--- src/rtl/display_scan_scheduler_pkg.sv ---
// Shared constants and types for the 4-digit 7-segment scan scheduler.
package display_scan_scheduler_pkg;

  // Digit codes understood by the downstream BCD-to-7-segment converter.
  localparam logic [3:0] CODE_BLANK = 4'hF;
  localparam logic [3:0] CODE_F     = 4'hA;
  localparam logic [3:0] CODE_C     = 4'hB;

  // Active-low one-hot digit enables.
  localparam logic [3:0] AN_OFF = 4'hF;
  localparam logic [3:0] AN_D0  = 4'b1110;
  localparam logic [3:0] AN_D1  = 4'b1101;
  localparam logic [3:0] AN_D2  = 4'b1011;
  localparam logic [3:0] AN_D3  = 4'b0111;

  typedef enum logic [0:0] {
    StGuard,
    StOn
  } state_e;

  function automatic logic [3:0] anode_for(input logic [1:0] idx);
    logic [3:0] an;
    unique case (idx)
      2'd0:    an = AN_D0;
      2'd1:    an = AN_D1;
      2'd2:    an = AN_D2;
      default: an = AN_D3;
    endcase
    return an;
  endfunction

endpackage

--- src/rtl/display_scan_scheduler_refresh_timer.sv ---
// Phase timer: counts cycles spent in the current phase and flags the last one.
// The counter restarts from zero after the terminal cycle, so each phase length
// is simply selected by last_i (= length - 1) while the phase is active.
module display_scan_scheduler_refresh_timer #(
  parameter int unsigned Width = 16
) (
  input  logic             clk_i,
  input  logic             rst_ni,
  input  logic             clear_i,
  input  logic [Width-1:0] last_i,
  output logic             tc_o
);

  logic [Width-1:0] cnt_q, cnt_d;

  assign tc_o = (cnt_q == last_i);

  // Next count: wrap on terminal cycle or when held in clear.
  always_comb begin
    cnt_d = cnt_q + 1'b1;
    if (clear_i || tc_o) begin
      cnt_d = '0;
    end
  end

  // Count register.
  always_ff @(posedge clk_i or negedge rst_ni) begin
    if (!rst_ni) begin
      cnt_q <= '0;
    end else begin
      cnt_q <= cnt_d;
    end
  end

endmodule

--- src/rtl/display_scan_scheduler.sv ---
// Time-multiplexed scan controller for a 4-digit 7-segment display.
// Each digit gets a GUARD phase (all off) followed by an ON phase. The shown
// measurement is snapshotted at the start of digit 0 so a frame is consistent.
module display_scan_scheduler
  import display_scan_scheduler_pkg::*;
#(
  parameter int unsigned PRESCALE  = 50000,
  parameter int unsigned GUARD_CYC = 16
) (
  input  logic       clock,
  input  logic       reset,
  input  logic       display_en,
  input  logic       funct_select,
  input  logic [2:0] cuenta_frec,
  input  logic [3:0] cuenta_CT,
  output logic [3:0] c_digit,
  output logic [3:0] c_anodo,
  output logic       frame_done
);

  localparam int unsigned MaxLen = (PRESCALE > GUARD_CYC) ? PRESCALE : GUARD_CYC;
  localparam int unsigned CntW   = $clog2(MaxLen + 1);
  localparam logic [CntW-1:0] GuardLast = CntW'(GUARD_CYC - 1);
  localparam logic [CntW-1:0] OnLast    = CntW'(PRESCALE - 1);

  state_e     state_q;
  logic [1:0] idx_q;
  logic       snap_mode_q;
  logic [3:0] snap_val_q;
  logic [3:0] digit_q;
  logic [3:0] anodo_q;
  logic       frame_done_q;

  logic            tc;
  logic [CntW-1:0] phase_last;
  logic            take_snap;
  logic [3:0]      live_val;
  logic            cur_mode;
  logic [3:0]      cur_val;
  logic [3:0]      next_digit;

  assign phase_last = (state_q == StGuard) ? GuardLast : OnLast;

  display_scan_scheduler_refresh_timer #(
    .Width(CntW)
  ) u_refresh_timer (
    .clk_i  (clock),
    .rst_ni (reset),
    .clear_i(!display_en),
    .last_i (phase_last),
    .tc_o   (tc)
  );

  // Pick the live inputs on the snapshot edge, otherwise the frozen snapshot,
  // then split into the code for the digit about to light.
  always_comb begin
    take_snap = (state_q == StGuard) && (idx_q == 2'd0);
    live_val  = funct_select ? cuenta_CT : {1'b0, cuenta_frec};
    cur_mode  = take_snap ? funct_select : snap_mode_q;
    cur_val   = take_snap ? live_val : snap_val_q;
    unique case (idx_q)
      2'd0:    next_digit = (cur_val >= 4'd10) ? (cur_val - 4'd10) : cur_val;
      2'd1:    next_digit = (cur_val >= 4'd10) ? 4'd1 : CODE_BLANK;
      2'd2:    next_digit = CODE_BLANK;
      default: next_digit = cur_mode ? CODE_C : CODE_F;
    endcase
  end

  // Scan FSM with registered outputs; disable forces a clean restart.
  always_ff @(posedge clock or negedge reset) begin
    if (!reset) begin
      state_q      <= StGuard;
      idx_q        <= 2'd0;
      snap_mode_q  <= 1'b0;
      snap_val_q   <= 4'd0;
      digit_q      <= CODE_BLANK;
      anodo_q      <= AN_OFF;
      frame_done_q <= 1'b0;
    end else if (!display_en) begin
      state_q      <= StGuard;
      idx_q        <= 2'd0;
      digit_q      <= CODE_BLANK;
      anodo_q      <= AN_OFF;
      frame_done_q <= 1'b0;
    end else begin
      frame_done_q <= 1'b0;
      if (tc) begin
        if (state_q == StGuard) begin
          state_q <= StOn;
          anodo_q <= anode_for(idx_q);
          digit_q <= next_digit;
          if (take_snap) begin
            snap_mode_q <= funct_select;
            snap_val_q  <= live_val;
          end
        end else begin
          state_q      <= StGuard;
          anodo_q      <= AN_OFF;
          digit_q      <= CODE_BLANK;
          idx_q        <= idx_q + 2'd1;
          frame_done_q <= (idx_q == 2'd3);
        end
      end
    end
  end

  assign c_digit    = digit_q;
  assign c_anodo    = anodo_q;
  assign frame_done = frame_done_q;

endmodule

--- config.mk ---
export PLATFORM = sky130hd
export DESIGN_NAME = display_scan_scheduler
export DESIGN_NICKNAME = d
export VERILOG_FILES = /design/src/rtl/display_scan_scheduler_pkg.sv /design/src/rtl/display_scan_scheduler_refresh_timer.sv /design/src/rtl/display_scan_scheduler.sv
export SDC_FILE = /design/constraint.sdc
export NUM_CORES = 1
export LEC_CHECK = 0
export CELL_PAD_IN_SITES_DETAIL_PLACEMENT = 0
export CELL_PAD_IN_SITES_GLOBAL_PLACEMENT = 1
export CORE_AREA = 2 2 71 73
export DETAILED_ROUTE_END_ITERATION = 6
export DIE_AREA = 0 0 73 75
export PLACE_DENSITY_LB_ADDON = 0.1
export SETUP_SLACK_MARGIN = 0.4
export SLEW_MARGIN = 20
export SYNTH_ARGS = -nofsm -noshare
export SYNTH_HDL_FRONTEND = slang
export SYNTH_SLANG_ARGS = --single-unit
export TNS_END_PERCENT = 5
--- constraint.sdc ---
create_clock -name clock -period 2.9 [get_ports clock]
set_input_delay 0.58 -clock clock [delete_from_list [all_inputs] [get_ports clock]]
set_output_delay 0.58 -clock clock [all_outputs]
set_load 0.01 [all_outputs]
==> results_dict.tcl, run 1 <==
set metrics [dict create \
    status "finished, final reports clean" \
    place_ws_ns 0.232 \
    power_leakage_nw 0.942 \
    syn-cell-area_um2 1810 \
    worstMarginPinSlew_ns 0.626 \
    layout_min_cycle_time_ns 2.38 \
    cp_max_fo 5 \
    drc 0 \
    grt_usage_pct 15.4 \
    cp.arrival_ns 2.58 \
    floorplan.initialDensity_pct 38.8 \
    postLayoutCoreUtil_pct 45.8 \
    grt_max_degree 34 \
    numPortBuffers 19 \
    grt_pass1_wl_um 6400 \
    firstDrtPassIters 4 \
    p_switching_uw 216 \
    avgSynthCellArea_um2 10.1 \
    finClkSkew_ns 0.0160 \
    cts_tree "done" \
    htree_levels 2 \
    ys_seq_area_share_pct 46.2 \
    drt-wirelength-per-cell_um 14.0 \
    drive_above_1_share_pct 20.7 \
    die_area_um2 5480 \
    dpl.hpwl_um 2530 \
    ys_ff_latch 33 \
    cellPowerDensity_nw_per_um2 416 \
    setup_violations 0 \
    grt_pass1_vias 1356 \
    die_height_um 75 \
    vias_per_cell 5.14 \
    layout.nets 221 \
    num_vias 1321 \
    syn_inst 179 \
    ctsResizeCount 0 \
    final-hold-violation-count 0 \
    fin_ws_ns 0.522 \
    wirelength_um 3600 \
    ant_nets 0 \
    pin_count 20 \
    maxCapViolations 0 \
    rsz0062_at_grt "no" \
    fp-row-count 25 \
    antennaDiodeCount 0 \
    core_area_um2 4660 \
    overflow 0 \
    post-cts-setup-buffers 0 \
    ir_drop_uv 198 \
    worst_slew_margin_rel_pct 58.3 \
    synth_edf_count 0 \
    dr.first_iter.drc_count 39 \
    synth_fp_nets 198 \
    die_w_um 73 \
    path_clk_slew_ns 0.08 \
    antenna_found_initial 0 \
    clkPwrFrac_pct 38.1 \
    hold_buffers 0 \
    worstSetupPathType "input port to flop" \
    min_path_type "flop to flop" \
    p_int_uw 671 \
    combPwrFrac_pct 8.6 \
    clk_latency_ns 0.29 \
    p_sw_share_pct 24.3 \
    synth-async-reset-ratio_pct 100 \
    end_kind "flop" \
    numClockSinks 33 \
    synthDistinctLibCells 47 \
    cp.required_ns 3.10 \
    slew_violations 0 \
    root_buffer "clkbuf_8" \
    numCtsBuffers 5 \
    syn2layout_area_growth_pct 17.9 \
    gp_congestion 0.830 \
    fin_crit_sh_pct 82.0 \
    fmax_mhz 420 \
    seqPwrFrac_pct 53.3 \
    cp-start-kind "input port" \
    ys_warn_count 0 \
    clk_path_buf_depth 2 \
    synthFlopType "dfrtp_1" \
    setup-tns-final_ns 0 \
    fillers 450 \
]
registers in the layout, indices dropped and copies added (netlist names):
| name | flops |
|---|---|
| frame_done | 1 |
| c_digit | 4 |
| idx_q | 2 |
| c_anodo | 4 |
| snap_mode_q | 1 |
| snap_val_q | 4 |
| state_q | 1 |
| u_refresh_timer.cnt_q | 16 |
power by group through the flow:
stage	logic (mW)	clock network, mW	registers, mW
floorplan	0.0377	0	0.483
detailed placement	0.0773	0	0.481
CTS	0.0776	0.349	0.473
global placement	0.0759	0	0.481
finish	0.0759	0.338	0.473
global route	0.0860	0.371	0.474
synthesized netlist by cell type (all sizes together), types with 2 or more instances:
cell type	count	area, um^2
mux2	10	120
xnor2	7	61.3
nor4	2	12.5
xor2	6	52.6
a21oi	9	45.0
nor2	27	101
dfstp	8	210
nand2	12	47.6
o21ai	5	25.0
ha	8	100
and3	3	18.8
nand3	8	40.0
clkbuf	2	18.8
or4	2	18.8
buf	4	25.0
mux2i	2	20.0
nor3	4	30.0
a31oi	2	12.5
a21boi	2	18.8
a21o	2	15.0
nand4	2	12.5
or3	2	12.5
dfrtp	25	626
nand2b	2	12.5
inv	9	33.8
critical path: stages:
cell and delay (ns):
clkdlybuf4s50_1 0.55, mux2_2 0.35, mux2_2 0.31, inv_1 0.07
ha_1 0.22, a21boi_0 0.20, a21boi_2 0.08, a221oi_2 0.23
per-layer routing:
layer	share of wire [%]	GRT usage [%]	up-vias
met1	46	19.3	635
met3	2.8	4.42	6
li1	-	-	660
met4	1.4	5.56	0
met2	49	25.5	20
met5	0	0	-
cells by family after synthesis:
kind of cell | after synthesis | synth area share (%)
adders and majority gates | 8 | 5.53
DFF | 33 | 46.2
and+or+nand+nor | 68 | 18.6
muxes | 12 | 7.75
buffers and inverters | 15 | 4.29
xor gates and xnor gates | 13 | 6.29
AOI/OAI and AO/OA | 30 | 11.3
layout by cell type, fill, tap and decap left out, drive strengths merged, types with 2 or more instances in the layout:
cell type      instances
or3                    2
a21o                   2
mux2                  10
and3                   3
nor3                   4
xnor2                  7
o21ai                  5
nand3                  8
a31oi                  2
nand2b                 2
clkinv                 2
clkbuf                 6
or4                    2
dfstp                  8
nand4                  2
ha                     8
mux2i                  2
nand2                 12
a21boi                 2
nor4                   2
clkdlybuf4s50         19
xor2                   6
nor2                  27
dfrtp                 25
a21oi                  9
buf                    3
inv                    9
path summary, 6_finish.rpt:
kind / cells past startpoint / from / end / slack [ns]
worst max-delay path: 8 / funct_select / c_digit[2] / 0.52
worst min-delay path: 1 / u_refresh_timer.cnt_q[0] / u_refresh_timer.cnt_q[0] / 0.46
worst max register to register: 10 / idx_q[0] / c_digit[2] / 0.56
worst min register to register: 1 / u_refresh_timer.cnt_q[0] / u_refresh_timer.cnt_q[0] / 0.46
max in group asynchronous: 2 / reset / c_anodo[0] / 1.86
min in group asynchronous: 2 / reset / snap_mode_q / 0.69
per-stage QoR:
stage / hold WS [ns] / power (mW) / instances / area, um^2
6_report: 0.464 / 0.887 / 257 / 2130
5_1_grt: 0.478 / 0.930 / 257 / 2130
4_1_cts: 0.462 / 0.900 / 257 / 2130
3_5_place_dp: 0.454 / 0.559 / 249 / 2050
3_3_place_gp: 0.447 / 0.557 / 249 / 2050
2_1_floorplan: 0.284 / 0.520 / 179 / 1810
cell type report:
class	instances	area, um^2	share of cell area (%)
repair buffers	22	213	9.97
flip-flops and latches	33	838	39.3
clock inverters	2	10.0	0.469
clock buffers	6	72.6	3.40
well taps	54	67.6	3.17
multi-input cells	131	898	42.1
inverters	9	33.8	1.58
(Power assumes the default switching activity.)
==> run 2, diff against run 1 <==
==> constraint.sdc (replaced) <==
create_clock -name clock -period 2.33 [get_ports clock]
set_input_delay 0.466 -clock clock [delete_from_list [all_inputs] [get_ports clock]]
set_output_delay 0.466 -clock clock [all_outputs]
set_load 0.01 [all_outputs]
==> run 2 against run 1 <==
  * Die area unchanged
  * Design area increased by 7.0%
  * First-iteration DRC count increased by 130%
  * Wire length increased by 6.6%
  * Hold slack got worse by 0.0079 ns
  * Setup slack got worse by 0.21 ns
  * Final cell count increased by 5.1%
  * Sequential share of layout area decreased by 2.7 points
  * Combinational power increased by 49%
  * Via count increased by 2.3%
  * Clock power increased by 33%
  * Clock skew decreased by 0.012 ns
  * Critical path type is now flop to flop
  * Highest routed layer unchanged
==> results_dict.tcl, run 2 (synthesized netlist as in run 1, its figures left out) <==
set metrics [dict create \
    final_area_um2 2280 \
    fin_ws_ns 0.307 \
    combPwrFrac_pct 9.8 \
    seqPwrFrac_pct 51.2 \
    grt_max_degree 34 \
    startpoint "u_refresh_timer.cnt_q[8]" \
    p_sw_share_pct 23.4 \
    hold_buffers 0 \
    final-hold-violation-count 0 \
    worstSetupPathType "flop to flop" \
    routedLengthMet1_um 1720 \
    maxCapViolations 0 \
    clk_latency_ns 0.28 \
    core_area_um2 4660 \
    rrSetupSlack_ns 0.31 \
    htree_levels 2 \
    die_height_um 75 \
    place_ws_ns -0.110 \
    worstMarginPinSlew_ns 0.598 \
    whs_ns 0.456 \
    clk_path_buf_depth 2 \
    drt-wirelength-per-cell_um 14.2 \
    layout.nets 234 \
    clkPwrFrac_pct 39.0 \
    firstDrtPassIters 4 \
    met3_length_um 100 \
    cpMaxStageDelayCell "or4_1" \
    r2r_start "u_refresh_timer.cnt_q[8]" \
    cp_max_fo 6 \
    overflow 0 \
    cp-start-kind "flop" \
    cts_tree "done" \
    wl_met2_um 1960 \
    end_kind "flop" \
    grt_usage_pct 16.1 \
    fillers 435 \
    antennaDiodeCount 0 \
    fp-row-count 25 \
    cp.required_ns 2.50 \
    endpoint "snap_mode_q" \
    layout_min_cycle_time_ns 2.02 \
    finClkSkew_ns 0.00444 \
    syn2layout_area_growth_pct 26.2 \
    final_cell_mix "27 x nor2_1, 25 x dfrtp_1, 18 x clkdlybuf4s50_1, 16 x buf_4, 11 x nand2_1" \
    fin_crit_sh_pct 86.8 \
    fmax_mhz 494 \
    wirelength_um 3840 \
    path_clk_slew_ns 0.07 \
    grt_pass1_wl_um 6660 \
    floorplan.initialDensity_pct 38.8 \
    regMostFlops "u_refresh_timer.cnt_q" \
    rsz0062_at_grt "yes" \
    p_switching_uw 269 \
    num_vias 1351 \
    ir_drop_uv 285 \
    min_path_type "flop to flop" \
    die_w_um 73 \
    antenna_found_initial 0 \
    vias_per_cell 5.00 \
    worst_slew_margin_rel_pct 59.8 \
    largest_reg_flops 16 \
    drive_above_1_share_pct 26.9 \
    die_area_um2 5480 \
    r2r_cells 5 \
    critical-path-max-stage-delay_ns 0.52 \
    regArea_um2 836 \
    power_leakage_nw 1.03 \
    ant_nets 0 \
    grt_pass1_vias 1455 \
    dpl_cell_area_um2 2120 \
    numCtsBuffers 5 \
    dpl.hpwl_um 2700 \
    numClockSinks 33 \
    layout_commonest_cell "nor2_1" \
    cellPowerDensity_nw_per_um2 504 \
    topRoutingLayerUsed "met4" \
    drc 0 \
    power.total_mw 1.15 \
    numPortBuffers 19 \
    holdPathStages 1 \
    root_buffer "clkbuf_8" \
    rr_endpoint "snap_mode_q" \
    pin_count 20 \
    dr.first_iter.drc_count 90 \
    p_int_uw 882 \
    path_cells "or4_1 > o21bai_1 > and3b_2 > nand2_2 > mux2_4" \
    multi_input_area_um2 945 \
    slew_violations 0 \
    cp.arrival_ns 2.19 \
    status "finished, final reports clean" \
    setup_violations 0 \
    setup-tns-final_ns 0 \
    gp_congestion 0.878 \
]
-- run 2: worst min path at each step --
stage	startpoint	to	slack (ns)
finish	u_refresh_timer.cnt_q[0]	u_refresh_timer.cnt_q[0]	0.46
global route	u_refresh_timer.cnt_q[0]	u_refresh_timer.cnt_q[0]	0.50
CTS	u_refresh_timer.cnt_q[0]	u_refresh_timer.cnt_q[0]	0.46
detailed placement	u_refresh_timer.cnt_q[0]	u_refresh_timer.cnt_q[0]	0.45
global placement	u_refresh_timer.cnt_q[0]	u_refresh_timer.cnt_q[0]	0.45
floorplan	reset	frame_done	0.17
-- run 2: timing repair --
action,in CTS,in global routing
endpoints found under the setup margin,25,31
resized for setup,3,5
setup buffers,5,1
pin swaps,2,4
-- run 2: critical path, delay by kind of cell, from the launching register on --
| family | cells | cell delay, ns |
|---|---|---|
| mux | 1 | 0.31 |
| simple gates | 3 | 0.93 |
| flops | 1 | 0.43 |
| compound gates | 1 | 0.25 |
-- run 2: metal layers --
metal	vias up	global-route usage (%)
li1	690	-
met1	638	18.8
met2	16	28.2
met3	7	4.02
met4	0	6.58
met5	-	0
-- run 2: area by class of cell --
type / instances / share of cell area, %
sequential: 33 / 36.6
multi-input combinational: 131 / 41.4
inverter: 9 / 1.59
tap: 54 / 2.96
clock buffer: 8 / 3.95
timing repair buffer: 35 / 13.5
-- run 2: metrics by stage --
stage          util [%]  std cells
2_1_floorplan         -        179
3_3_place_gp       45.4        256
3_5_place_dp       45.4        256
4_1_cts            48.3        269
5_1_grt            49.0        270
6_report           49.0        270
-- run 2: power by group through the flow --
stage	Sequential, mW	Clock, mW	Combinational [mW]
final	0.589	0.449	0.113
after global routing	0.590	0.489	0.125
after CTS	0.589	0.465	0.109
after detailed placement	0.599	0	0.107
after global placement	0.599	0	0.104
after floorplan	0.601	0	0.0490
